[src/rtl/mcb_frame_writer_if.sv]
`default_nettype none
// ============================================================================
// Module      : mcb_frame_writer_if
// Description : Source stream, MCB command port and MCB write-FIFO bundle.
// Revision    : 1.0
// ============================================================================
interface mcb_frame_writer_if #(
   parameter int DATA_W = 64
);
   logic                  src_valid;
   logic [DATA_W-1:0]     src_data;
   logic                  src_last;
   logic                  src_ready;
   logic                  cmd_en;
   logic [2:0]            cmd_instr;
   logic [5:0]            cmd_bl;
   logic [29:0]           cmd_byte_addr;
   logic                  wr_en;
   logic [DATA_W-1:0]     wr_data;
   logic [DATA_W/8-1:0]   wr_mask;
   logic                  wr_full;
   logic                  wr_empty;

   modport slave (
      input  src_valid, src_data, src_last, wr_full, wr_empty,
      output src_ready, cmd_en, cmd_instr, cmd_bl, cmd_byte_addr,
             wr_en, wr_data, wr_mask
   );

   modport master (
      output src_valid, src_data, src_last, wr_full, wr_empty,
      input  src_ready, cmd_en, cmd_instr, cmd_bl, cmd_byte_addr,
             wr_en, wr_data, wr_mask
   );
endinterface
`default_nettype wire

[src/rtl/mcb_frame_writer.sv]
`default_nettype none
// ============================================================================
// Module      : mcb_frame_writer
// Description : Packs a source word stream into MCB write bursts, ping-ponging
//               whole frames between buffers A and B.
//               Optional macro MCB_FW_FLUSH_TIMEOUT_EN flushes idle partial bursts.
// Revision    : 1.0
// ============================================================================
module mcb_frame_writer #(
   parameter int DATA_W       = 64,
   parameter int MAX_BL       = 32,
   parameter int FRAME_WORDS  = 8820,
   parameter int BASE_A       = 0,
   parameter int BASE_B       = 70560,
   parameter int FLUSH_CYCLES = 255
) (
   input  wire logic             clk0,
   input  wire logic             reset,
   input  wire logic             calib_done,
   mcb_frame_writer_if.slave     bus,
   output logic                  disp_buf,
   output logic                  frame_done,
   output logic                  err_ovf
);

   localparam int BYTES   = DATA_W / 8;
   localparam int ADDR_SH = $clog2(BYTES);
   localparam int OFF_W   = $clog2(FRAME_WORDS + 1);

   typedef enum logic [1:0] {
      ST_CAL   = 2'd0,
      ST_FILL  = 2'd1,
      ST_CMD   = 2'd2,
      ST_DRAIN = 2'd3
   } state_t;

   state_t             state_q, state_d;
   logic               cal_meta_q, cal_sync_q;
   logic [6:0]         cnt_q, cnt_d;
   logic [OFF_W-1:0]   word_off_q, word_off_d;
   logic               wr_buf_q, wr_buf_d;
   logic               disp_buf_q, disp_buf_d;
   logic               frame_done_q, frame_done_d;
   logic               err_ovf_q, err_ovf_d;
   logic               last_seen_q, last_seen_d;
   logic               close_q, close_d;
   logic               ovf_arm_q, ovf_arm_d;
   logic               wr_en_q, wr_en_d;
   logic [DATA_W-1:0]  wr_data_q, wr_data_d;

   logic [31:0]        w_rem;
   logic [31:0]        w_next_off;
   logic [6:0]         w_lim;
   logic               w_ready;
   logic               w_accept;
   logic               w_flush;
   logic [29:0]        w_base;

   always_ff @(posedge clk0 or posedge reset) begin
      if (reset) begin
         cal_meta_q <= 1'b0;
         cal_sync_q <= 1'b0;
      end else begin
         cal_meta_q <= calib_done;
         cal_sync_q <= cal_meta_q;
      end
   end

   assign w_rem      = 32'(FRAME_WORDS) - 32'(word_off_q);
   assign w_lim      = (w_rem < 32'(MAX_BL)) ? w_rem[6:0] : 7'(MAX_BL);
   assign w_next_off = 32'(word_off_q) + 32'(cnt_q);
   // Once src_last is in the burst, stop accepting so it closes with that word.
   assign w_ready    = (state_q == ST_FILL) && !bus.wr_full && !last_seen_q && (cnt_q < w_lim);
   assign w_accept   = w_ready && bus.src_valid;
   assign w_base     = wr_buf_q ? 30'(BASE_B) : 30'(BASE_A);

`ifdef MCB_FW_FLUSH_TIMEOUT_EN
   logic [7:0] idle_q;

   always_ff @(posedge clk0 or posedge reset) begin
      if (reset) begin
         idle_q <= 8'd0;
      end else if ((state_q != ST_FILL) || (cnt_q == 7'd0) || w_accept) begin
         idle_q <= 8'd0;
      end else if (idle_q != 8'(FLUSH_CYCLES)) begin
         idle_q <= idle_q + 8'd1;
      end
   end

   assign w_flush = (state_q == ST_FILL) && (cnt_q != 7'd0) && (idle_q == 8'(FLUSH_CYCLES));
`else
   assign w_flush = 1'b0;
`endif

   always_comb begin
      state_d      = state_q;
      cnt_d        = cnt_q;
      word_off_d   = word_off_q;
      wr_buf_d     = wr_buf_q;
      disp_buf_d   = disp_buf_q;
      frame_done_d = 1'b0;
      err_ovf_d    = err_ovf_q;
      last_seen_d  = last_seen_q;
      close_d      = close_q;
      ovf_arm_d    = ovf_arm_q;
      wr_en_d      = w_accept;
      wr_data_d    = w_accept ? bus.src_data : wr_data_q;

      case (state_q)
         ST_CAL: begin
            if (cal_sync_q) state_d = ST_FILL;
         end
         ST_FILL: begin
            if (w_accept) begin
               cnt_d = cnt_q + 7'd1;
               if (bus.src_last) last_seen_d = 1'b1;
               if (ovf_arm_q) begin
                  ovf_arm_d = 1'b0;
                  if (!bus.src_last) err_ovf_d = 1'b1;
               end
            // Wait for the last write to leave the pipeline before commanding.
            end else if ((cnt_q != 7'd0) && !wr_en_q &&
                         ((cnt_q == w_lim) || last_seen_q || w_flush)) begin
               state_d = ST_CMD;
            end
         end
         ST_CMD: begin
            word_off_d  = OFF_W'(w_next_off);
            cnt_d       = 7'd0;
            close_d     = last_seen_q || (w_next_off == 32'(FRAME_WORDS));
            ovf_arm_d   = (w_next_off == 32'(FRAME_WORDS)) && !last_seen_q;
            last_seen_d = 1'b0;
            state_d     = ST_DRAIN;
         end
         ST_DRAIN: begin
            if (bus.wr_empty) begin
               state_d = ST_FILL;
               if (close_q) begin
                  disp_buf_d   = wr_buf_q;
                  wr_buf_d     = !wr_buf_q;
                  word_off_d   = '0;
                  frame_done_d = 1'b1;
                  close_d      = 1'b0;
               end
            end
         end
         default: state_d = ST_CAL;
      endcase
   end

   always_ff @(posedge clk0 or posedge reset) begin
      if (reset) begin
         state_q      <= ST_CAL;
         cnt_q        <= 7'd0;
         word_off_q   <= '0;
         wr_buf_q     <= 1'b0;
         disp_buf_q   <= 1'b1;
         frame_done_q <= 1'b0;
         err_ovf_q    <= 1'b0;
         last_seen_q  <= 1'b0;
         close_q      <= 1'b0;
         ovf_arm_q    <= 1'b0;
         wr_en_q      <= 1'b0;
         wr_data_q    <= '0;
      end else begin
         state_q      <= state_d;
         cnt_q        <= cnt_d;
         word_off_q   <= word_off_d;
         wr_buf_q     <= wr_buf_d;
         disp_buf_q   <= disp_buf_d;
         frame_done_q <= frame_done_d;
         err_ovf_q    <= err_ovf_d;
         last_seen_q  <= last_seen_d;
         close_q      <= close_d;
         ovf_arm_q    <= ovf_arm_d;
         wr_en_q      <= wr_en_d;
         wr_data_q    <= wr_data_d;
      end
   end

   assign bus.src_ready     = w_ready;
   assign bus.cmd_en        = (state_q == ST_CMD);
   assign bus.cmd_instr     = 3'b000;
   assign bus.cmd_bl        = (state_q == ST_CMD) ? 6'(cnt_q - 7'd1) : 6'd0;
   assign bus.cmd_byte_addr = (state_q == ST_CMD) ? (w_base + (30'(word_off_q) << ADDR_SH)) : 30'd0;
   assign bus.wr_en         = wr_en_q;
   assign bus.wr_data       = wr_data_q;
   assign bus.wr_mask       = '0;
   assign disp_buf          = disp_buf_q;
   assign frame_done        = frame_done_q;
   assign err_ovf           = err_ovf_q;

endmodule
`default_nettype wire

[src/flat_wrapper.sv]
// flat-port wrapper written by rule: the top's interface ports become plain ports
module mcb_frame_writer_flat 
#(
   parameter int DATA_W       = 64,
   parameter int MAX_BL       = 32,
   parameter int FRAME_WORDS  = 8820,
   parameter int BASE_A       = 0,
   parameter int BASE_B       = 70560,
   parameter int FLUSH_CYCLES = 255
)
  (clk0, reset, calib_done, disp_buf, frame_done, err_ovf, bus_src_valid, bus_src_data, bus_src_last, bus_wr_full, bus_wr_empty, bus_src_ready, bus_cmd_en, bus_cmd_instr, bus_cmd_bl, bus_cmd_byte_addr, bus_wr_en, bus_wr_data, bus_wr_mask);
  mcb_frame_writer_if #(.DATA_W(DATA_W)) bus_i ();
  input  wire logic clk0;
  input  wire logic reset;
  input  wire logic calib_done;
  output logic disp_buf;
  output logic frame_done;
  output logic err_ovf;
  input wire logic [$bits(bus_i.src_valid)-1:0] bus_src_valid;
  input wire logic [$bits(bus_i.src_data)-1:0] bus_src_data;
  input wire logic [$bits(bus_i.src_last)-1:0] bus_src_last;
  input wire logic [$bits(bus_i.wr_full)-1:0] bus_wr_full;
  input wire logic [$bits(bus_i.wr_empty)-1:0] bus_wr_empty;
  output wire logic [$bits(bus_i.src_ready)-1:0] bus_src_ready;
  output wire logic [$bits(bus_i.cmd_en)-1:0] bus_cmd_en;
  output wire logic [$bits(bus_i.cmd_instr)-1:0] bus_cmd_instr;
  output wire logic [$bits(bus_i.cmd_bl)-1:0] bus_cmd_bl;
  output wire logic [$bits(bus_i.cmd_byte_addr)-1:0] bus_cmd_byte_addr;
  output wire logic [$bits(bus_i.wr_en)-1:0] bus_wr_en;
  output wire logic [$bits(bus_i.wr_data)-1:0] bus_wr_data;
  output wire logic [$bits(bus_i.wr_mask)-1:0] bus_wr_mask;
  assign bus_i.src_valid = bus_src_valid;
  assign bus_i.src_data = bus_src_data;
  assign bus_i.src_last = bus_src_last;
  assign bus_i.wr_full = bus_wr_full;
  assign bus_i.wr_empty = bus_wr_empty;
  assign bus_src_ready = bus_i.src_ready;
  assign bus_cmd_en = bus_i.cmd_en;
  assign bus_cmd_instr = bus_i.cmd_instr;
  assign bus_cmd_bl = bus_i.cmd_bl;
  assign bus_cmd_byte_addr = bus_i.cmd_byte_addr;
  assign bus_wr_en = bus_i.wr_en;
  assign bus_wr_data = bus_i.wr_data;
  assign bus_wr_mask = bus_i.wr_mask;
  mcb_frame_writer #(.DATA_W(DATA_W), .MAX_BL(MAX_BL), .FRAME_WORDS(FRAME_WORDS), .BASE_A(BASE_A), .BASE_B(BASE_B), .FLUSH_CYCLES(FLUSH_CYCLES)) u_core (.clk0(clk0), .reset(reset), .calib_done(calib_done), .bus(bus_i), .disp_buf(disp_buf), .frame_done(frame_done), .err_ovf(err_ovf));
endmodule
[config.mk]
export PLATFORM = sky130hd
export DESIGN_NAME = mcb_frame_writer_flat
export DESIGN_NICKNAME = d
export VERILOG_FILES = /design/src/rtl/mcb_frame_writer_if.sv /design/src/rtl/mcb_frame_writer.sv /design/src/flat_wrapper.sv
export SDC_FILE = /design/constraint.sdc
export NUM_CORES = 1
export LEC_CHECK = 0
export CAP_MARGIN = 20
export CELL_PAD_IN_SITES_DETAIL_PLACEMENT = 0
export CELL_PAD_IN_SITES_GLOBAL_PLACEMENT = 1
export CORE_AREA = 2 2 107 161
export DETAILED_ROUTE_END_ITERATION = 12
export DIE_AREA = 0 0 109 163
export PLACE_DENSITY = 0.84
export SLEW_MARGIN = 20
export SYNTH_ARGS = -nofsm -noshare
export SYNTH_HDL_FRONTEND = slang
export SYNTH_SLANG_ARGS = --single-unit
[constraint.sdc]
create_clock -name clk0 -period 4.9 [get_ports clk0]
set_clock_uncertainty 0.2 [all_clocks]
set_input_delay 1.47 -clock clk0 [delete_from_list [all_inputs] [get_ports clk0]]
set_output_delay 1.47 -clock clk0 [all_outputs]
set_load 0.01 [all_outputs]
==> metrics.md, run 1 <==
| Metric | Value |
|---|---|
| Hold slack | `0.1616 ns` |
| Fillers | `1494` |
| Pwr Total | `4.071 mW` |
| EDFF count, synth | `0` |
| Crit-path max FO | `3` |
| Area contributors post-synth | `dfrtp_1 (44%), mux2_2 (14%), ha_1 (6.9%)` |
| Initial core utilization | `33.18%` |
| Root buffer cell | `clkbuf_16` |
| Pwr/cell area | `about 520 mW/mm^2` |
| Synth Register Bits | `97` |
| P&R area growth vs syn | `42.09%` |
| DRT iter0 DRCs | `203` |
| Fin Setup TNS | `0 ns` |
| All-Layer GR Usage | `a little under a fifth` |
| Main synth FF type | `dfrtp_1` |
| CTS Hold Buffers Added | `0` |
| CTS tree | `done` |
| Min cycle time layout | `4.750 ns` |
| Fin. Hold Viols | `0` |
| Chip Width | `109 um` |
| I/O Buffers | `between 150 and 200` |
| # nets final | `789` |
| Max Cap Viol | `0` |
| Async set-reset flop share out of synthesis | `between 90% and 100%` |
| # DRC | `0` |
| Critical path arrival | `3.08 ns` |
| Gr ovfl total | `0` |
| Pleak | `3.310 nW` |
| Run status | `completed` |
| Cell Area, Synth | `0.005466 sq mm` |
| Peak VDD IR | `0.2896 mV` |
| Fmax | `0.2105 GHz` |
| CP Class | `reg -> out` |
| Design Area, Final | `between 0.007 and 0.008 sq mm` |
| Final setup violation count | `0` |
| Largest area contributor in the netlist | `dfrtp_1` |
| Largest net degree at the start of global routing | `51` |
| DR vias | `around 4500` |
| First-pass GRT wire length | `25.05 mm` |
| Sequential share of the synthesized area | `44.43%` |
| Setup WS pre-CTS | `-0.3268 ns` |
| Layout cell share with drive strength beyond 1 | `19.83%` |
| Vias in the first global route | `4936` |
| Clock Latency Late Sink | `0.34 ns` |
| Via-to-Cell Ratio | `5.040` |
| Final setup margin | `around 0.15 ns` |
| Dpl cell area | `0.007361 sq mm` |
| Hpwl dp | `11.94 mm` |
| Die Area | `0.01777 sq mm` |
| Kind of end point of the critical path | `output port` |
| DR WL/cell | `17.33 um` |
| Placer Congestion | `0.8245` |
| Row cnt | `58` |
| Tightest Pin Transition | `0.8864 ns` |
| Core box area | `0.01647 sq mm` |
| Number of diodes | `0` |
| Initial antenna violation count | `0` |
| DRT Wirelength | `15.62 mm` |
| Die Ht | `163 um` |
| Syn Inst Count | `511` |
| Max clock buf depth | `2` |
| Total CTS buffers | `9` |
| Synth warnings | `0` |
| IO Count | `188` |
| Fin crit share | `96.94%` |
| Critical Path Source Type | `flop` |
| Worst hold path class | `reg -> reg` |
| Max-slew violations | `0` |
| H-tree depth | `3` |
| Post-synthesis area per instance | `10.70 sq um` |
| Routed Antenna Nets | `0` |
| R2r setup slk | `0.97 ns` |
| Unique masters post-synth | `57` |
| RSZ-0062 raised after global routing | `no` |
| Drt pass-1 iters | `4` |
| Top cell type's share of synthesized area | `about 44%` |
| Relative slew slack | `40.84%` |
| CP Data Required Time | `3.23 ns` |
| Clock-pin transition on the worst setup and hold timing paths | `0.07 ns` |
| Sink Count | `97` |
==> state kept, by name (all words and copies together) (netlist names), 2 cells and up <==
register / count
u_core.bus.wr_data: 64
u_core.word_off_q: 14
u_core.cnt_q: 7
u_core.state_q: 2
==> where the power goes <==
group | switching (mW) | total, mW | leakage (nW) | internal [mW]
Combinational | 0.905 | 2.01 | 1.95 | 1.11
Clock | 0.335 | 0.690 | 0.141 | 0.356
Sequential | 0.245 | 1.37 | 1.22 | 1.12
==> layer usage <==
layer / share of wire, % / global-route usage (%)
met1: 36 / 19.14
met3: 10 / 6.563
met2: 52 / 32.35
met4: 2.4 / 7.168
met5: 0 / 0
==> Yosys cell counts, drive strengths merged (3+ instances only) <==
| cell | count |
|---|---|
| ha | 30 |
| nor3 | 8 |
| or3 | 3 |
| inv | 23 |
| nand3 | 15 |
| nor2b | 4 |
| a211oi | 5 |
| o211ai | 6 |
| mux2i | 4 |
| o21ai | 19 |
| o22ai | 6 |
| nor2 | 28 |
| nand2b | 5 |
| nand4 | 4 |
| clkbuf | 13 |
| a32o | 5 |
| a211o | 4 |
| buf | 35 |
| xnor2 | 13 |
| nand2 | 31 |
| mux2 | 66 |
| a21oi | 20 |
| and3 | 6 |
| a21o | 7 |
| a31oi | 5 |
| xor2 | 6 |
| o21a | 3 |
| a21boi | 3 |
| dfrtp | 96 |
| o31ai | 7 |
==> through the flow <==
stage                     cells  utilization (%)
after global routing        901            47.15
after global placement      885            44.68
after detailed placement    885            44.68
after CTS                   902            46.98
final                       901            47.15
after floorplan             536                -
==> layout make-up <==
class                      count  area [sq um]  area share (%)
clock buffer                   9         225.2           2.899
sequential                    97          2429           31.27
inverter                      23         87.58           1.128
timing repair buffer         188          1844           23.74
clock inverter                 6         57.56          0.7410
multi-input combinational    368          2861           36.84
tap                          210         262.8           3.383
==> placed cells by master, fill, tap and decap left out, types with 6 or more instances in the layout <==
cell type / count
xnor2_1: 13
xor2_1: 6
clkdlybuf4s50_1: 160
o31ai_1: 7
conb_1: 27
nor3_1: 7
mux2_2: 66
a21o_1: 7
inv_1: 18
and3_1: 6
clkbuf_16: 9
a21oi_1: 15
buf_4: 24
o22ai_1: 6
nand2_1: 29
o21ai_0: 17
o211ai_1: 6
nor2_1: 27
nand3_1: 15
ha_1: 26
dfrtp_1: 96
==> critical path, cell delays in order (launching register included) <==
cell	delay (ns)
dfrtp_1	0.38
inv_2	0.07
ha_4	0.17
nor2b_4	0.13
o211ai_1	0.12
xor2_1	0.17
or3_4	0.40
a21oi_4	0.19
buf_6	0.13
nand2_1	0.09
ha_4	0.24
nand3b_1	0.11
a21oi_2	0.08
nor3_2	0.22
clkdlybuf4s15_2	0.26
==> path summary, 6_finish.rpt <==
kind	startpoint	depth (start not counted)	endpoint
max	u_core.word_off_q[0]$_DFFE_PP0P_	14	bus_src_ready
max in group asynchronous	reset	3	u_core.disp_buf$_DFFE_PP1P_
min reg2reg	u_core.cal_meta_q$_DFF_PP0_	0	u_core.cal_sync_q$_DFF_PP0_
min in group asynchronous	reset	2	u_core.bus.wr_data[53]$_DFFE_PP0P_
min	u_core.cal_meta_q$_DFF_PP0_	0	u_core.cal_sync_q$_DFF_PP0_
max reg2reg	u_core.word_off_q[0]$_DFFE_PP0P_	17	u_core.bus.wr_data[30]$_DFFE_PP0P_
==> repair_timing <==
item / in CTS / in global routing
pin swaps: 9 / 2
gates resized for setup: 18 / 11
buffers inserted: 2 / 0
setup endpoints to repair: 1 / 3
gates cloned: 0 / 0
==> logic make-up (layout without fill, tap and decap cells) <==
logic type	count (synthesis)	after routing	share of synthesized area [%]
other cells	2	27	0.1374
xor+xnor	19	19	3.044
flops	97	97	44.43
mux	70	70	14.33
simple gates	114	114	10.46
compound gates	107	107	13.39
buf+inv	71	226	6.981
fa+ha+maj	31	31	7.233
No activity file was read; power rests on OpenSTA's default activity.
==> run 2: changes to the inputs <==
- ABC_AREA: default -> 1
- CORE_AREA: 2 2 107 161 -> 2 2 116 175
- DIE_AREA: 0 0 109 163 -> 0 0 118 177
- PLACE_DENSITY: 0.84 -> 0.83
- clock period: 4.9 -> 3.9 ns (I/O delays scaled with it)
==> run 2 against run 1 <==
The run now ends with setup timing left. Critical path type unchanged. Highest routed layer unchanged. Global-route usage fell by 1.9 points. Design area grew 5.8%. Setup slack worse by 0.29 ns. Register-to-register slack worse by 0.50 ns. Clock-buffer cell count increased by 1. Sequential share of layout area decreased by 1.7 points. Core utilization decreased by 4.9 points. Largest cell class unchanged. Non-clock buffer count up 23. Via count rose by 19%. First-iteration DRC count increased by 21%.
==> metrics.md, run 2 <==
| Metric | Value |
|---|---|
| Main synth FF type | `dfrtp_1` |
| Fin Setup TNS | `-0.1355 ns (-0.1355 ns)` |
| Commonest non-fill, non-tap cells in the layout | `nand2_1 (314), clkdlybuf4s50_1 (151), dfrtp_1 (95), inv_1 (55), buf_4 (48)` |
| Largest area contributor in the netlist | `dfrtp_1` |
| Initial antenna violation count | `0 (unchanged)` |
| Hpwl dp | `12.67 mm (+6.1%)` |
| Fmax | `roughly 0.25 GHz` |
| IO Count | `188 (unchanged)` |
| Fin. Hold Viols | `0 (unchanged)` |
| Max-slew violations | `0 (unchanged)` |
| Layout cell share with drive strength beyond 1 | `12.72% (-7.1 points)` |
| Worst Min Path Start | `u_core.cal_meta_q$_DFF_PP0_` |
| Async set-reset flop share out of synthesis | `100.0% (unchanged)` |
| Failing checks | `setup timing` |
| Chip Width | `118 um (+8.3%)` |
| All-Layer GR Usage | `16.26% (-1.9 points)` |
| FF-to-FF Start | `u_core.word_off_q[0]$_DFFE_PP0P_` |
| Final setup margin | `-0.1355 ns (-0.2857 ns)` |
| Via-to-Cell Ratio | `4.417 (-12%)` |
| Synth warnings | `0 (unchanged)` |
| Clock-pin transition on the worst setup and hold timing paths | `0.07 ns (about the same)` |
| Clock Latency Late Sink | `0.34 ns (about the same)` |
| Max Cap Viol | `0 (unchanged)` |
| Count leader, synth | `nand2_1` |
| Top cell type's share of synthesized area | `42.00% (-1.9 points)` |
| Run status | `complete, but fails checks` |
| Post-synthesis adder-cell area fraction | `6.913% (-0.32 points)` |
| Critical Path Source Type | `flop` |
| Placer Congestion | `0.9097 (+10%)` |
| Synth Area in Compound Gates | `6.957% (-6.4 points)` |
| # DRC | `0 (unchanged)` |
| Commonest non-fill, non-tap cell in the layout | `nand2_1` |
| Buffers & Inverters on Critical Path | `6 (+3)` |
| DRT Wirelength | `16.79 mm (+7.5%)` |
| Min cycle time layout | `4.036 ns` |
| # nets final | `1064 (+35%)` |
| CP cell instances | `o21ai_2, nand2_2, nand2_2, xor2_1, buf_4, nor4_4, buf_4, buf_4, nand3_2, inv_1, ha_4, nand4_1, o21ai_2, inv_2, buf_6` |
| CTS Hold Buffers Added | `0 (unchanged)` |
| Sink Count | `97 (unchanged)` |
| Slowest-stage cell, CP | `dfrtp_1` |
| Sequential Area | `0.002430 sq mm (about the same)` |
| Final setup violation count | `1 (+1)` |
| Number of diodes | `0 (unchanged)` |
| EDFF count, synth | `0 (unchanged)` |
| Peak VDD IR | `0.2952 mV (+1.9%)` |
| Routed Antenna Nets | `0 (unchanged)` |
| Crit-path max FO | `5 (+2)` |
| Sequential share of the synthesized area | `42.46% (-2.0 points)` |
| Synth cell count leaders | `nand2_1 (319), dfrtp_1 (96), inv_1 (56)` |
| Post-synthesis mux area share | `0% (-14 points)` |
| Main combinational cell family by area after synthesis | `simple AND/OR/NAND/NOR gates` |
| Post-synthesis area per instance | `7.486 sq um (-30%)` |
| Worst hold path class | `reg -> reg` |
| Vias in the first global route | `5453 (+10%)` |
| Largest net degree at the start of global routing | `98 (+92%)` |
| Fin crit share | `103.5%` |
| Tightest Pin Transition | `0.6057 ns (-0.2808 ns)` |
| Synth Register Bits | `97 (unchanged)` |
| P&R area growth vs syn | `43.75%` |
| Synth Area in Simple Gates | `31.59% (+21 points)` |
| Cell Area, Synth | `0.005719 sq mm (+4.6%)` |
| Gr ovfl total | `0 (unchanged)` |
| Pleak | `4.086 nW (+23%)` |
| Kind of end point of the critical path | `output port` |
| Post-synthesis xor/xnor area fraction | `1.685% (-1.4 points)` |
| CP most frequent cell | `buf_4` |
| CTS tree | `done` |
| Max clock buf depth | `2 (unchanged)` |
| Area contributors post-synth | `dfrtp_1 (42%), nand2_1 (21%), ha_1 (6.6%)` |
| First-pass GRT wire length | `27.19 mm (+8.5%)` |
| Die Ht | `177 um (+8.6%)` |
| R2r setup slk | `0.47 ns (-0.50 ns)` |
| Unique masters post-synth | `37 (-35%)` |
| Pwr/cell area | `597.8 mW/mm^2 (+14%)` |
| H-tree depth | `3 (unchanged)` |
| DRT iter0 DRCs | `246 (+21%)` |
| Relative slew slack | `59.62% (+19 points)` |
| CP Data Required Time | `2.53 ns (-0.70 ns)` |
| Core box area | `0.01947 sq mm (+18%)` |
| Total CTS buffers | `9 (unchanged)` |
| Die Area | `0.02089 sq mm (+18%)` |
| Setup crit start | `u_core.word_off_q[0]$_DFFE_PP0P_` |
| Fillers | `1983 (+33%)` |
| I/O Buffers | `161 (unchanged)` |
| DR WL/cell | `13.68 um (-21%)` |
| Drt pass-1 iters | `4 (unchanged)` |
| Initial core utilization | `29.37% (-3.8 points)` |
| RSZ-0062 raised after global routing | `yes` |
| CP Class | `reg -> out` |
| Largest register FFs | `64 (unchanged)` |
| Critical path arrival | `2.67 ns (-0.41 ns)` |
| Crit path max-delay family | `buffers and inverters` |
| Area of the multi-input gates | `0.002902 sq mm (+1.4%)` |
| Syn Inst Count | `764 (+50%)` |
| Root buffer cell | `clkbuf_16` |
| DR vias | `5420 (+19%)` |
| Setup WS pre-CTS | `-0.1943 ns (+0.1325 ns)` |
| Worst path max stage delay | `0.42 ns (+0.02 ns)` |
| Row cnt | `63 (+8.6%)` |
## run 2: cell types whose count changed after synthesis, moves of 13 or more
cell	previous run	this run
nor2_1	28	46
inv_1	21	56
nand3_1	15	33
nand2_1	30	319
mux2_2	66	0
xnor2_1	13	0
## run 2: kinds of logic after synthesis
| logic type | count (synthesis) |
|---|---|
| AOI/OAI and AO/OA | 71 |
| xor gates and xnor gates | 11 |
| adders and majority gates | 31 |
| buffers and inverters | 116 |
| other | 2 |
| DFF | 97 |
| and+or+nand+nor | 436 |
## run 2: area by class of cell
type | count | area share (%)
multi-input combinational | 576 | 35.29
sequential | 97 | 29.55
timing repair buffer | 211 | 24.21
tap | 260 | 3.957
inverter | 67 | 3.105
clock buffer | 10 | 2.785
clock inverter | 6 | 1.096
## run 2: worst paths after layout
check                                                      to  cells after the start
max reg2reg                u_core.bus.wr_data[61]$_DFFE_PP0P_                     18
min reg2reg                       u_core.cal_sync_q$_DFF_PP0_                      0
max                                             bus_src_ready                     15
min                               u_core.cal_sync_q$_DFF_PP0_                      0
max in group asynchronous         u_core.cnt_q[4]$_DFFE_PP0P_                      3
min in group asynchronous  u_core.bus.wr_data[42]$_DFFE_PP0P_                      3
## run 2: stage by stage
step	instance area, sq um	hold slack [ns]	total power [mW]	util [%]	cells
final	8222	0.1550	4.915	42.23	1227
after global routing	8222	0.1736	5.301	42.23	1227
after CTS	8129	0.1543	4.958	41.75	1222
after detailed placement	7774	0.1411	3.954	39.93	1205
after global placement	7774	0.1381	3.939	39.93	1205
after floorplan	5817	0.1312	2.749	-	789
## run 2: layer usage
metal | up-vias | GRT usage [%] | share of wire (%)
li1 | 2753 | - | -
met1 | 2485 | 17.35 | 38
met2 | 157 | 31.52 | 55
met3 | 25 | 3.544 | 5.5
met4 | 0 | 5.120 | 2.3
met5 | - | 0 | 0
## run 2: power by group
group | internal [mW] | leakage, nW | switching (mW)
clock | 0.565 | 0.153 | 0.392
combinational | 1.15 | 2.69 | 1.19
sequential | 1.38 | 1.24 | 0.241
## run 2: timing repair
item | in CTS | in global routing
setup endpoints to repair | 9 | 8
pin swaps | 4 | 14
gates resized for setup | 23 | 23
setup buffers | 1 | 5
==> run 3: changes to the inputs <==
- HOLD_SLACK_MARGIN: default -> 0.1
==> results of run 3 <==
The final DEF is identical to that of run 2; final timing and power are the same.
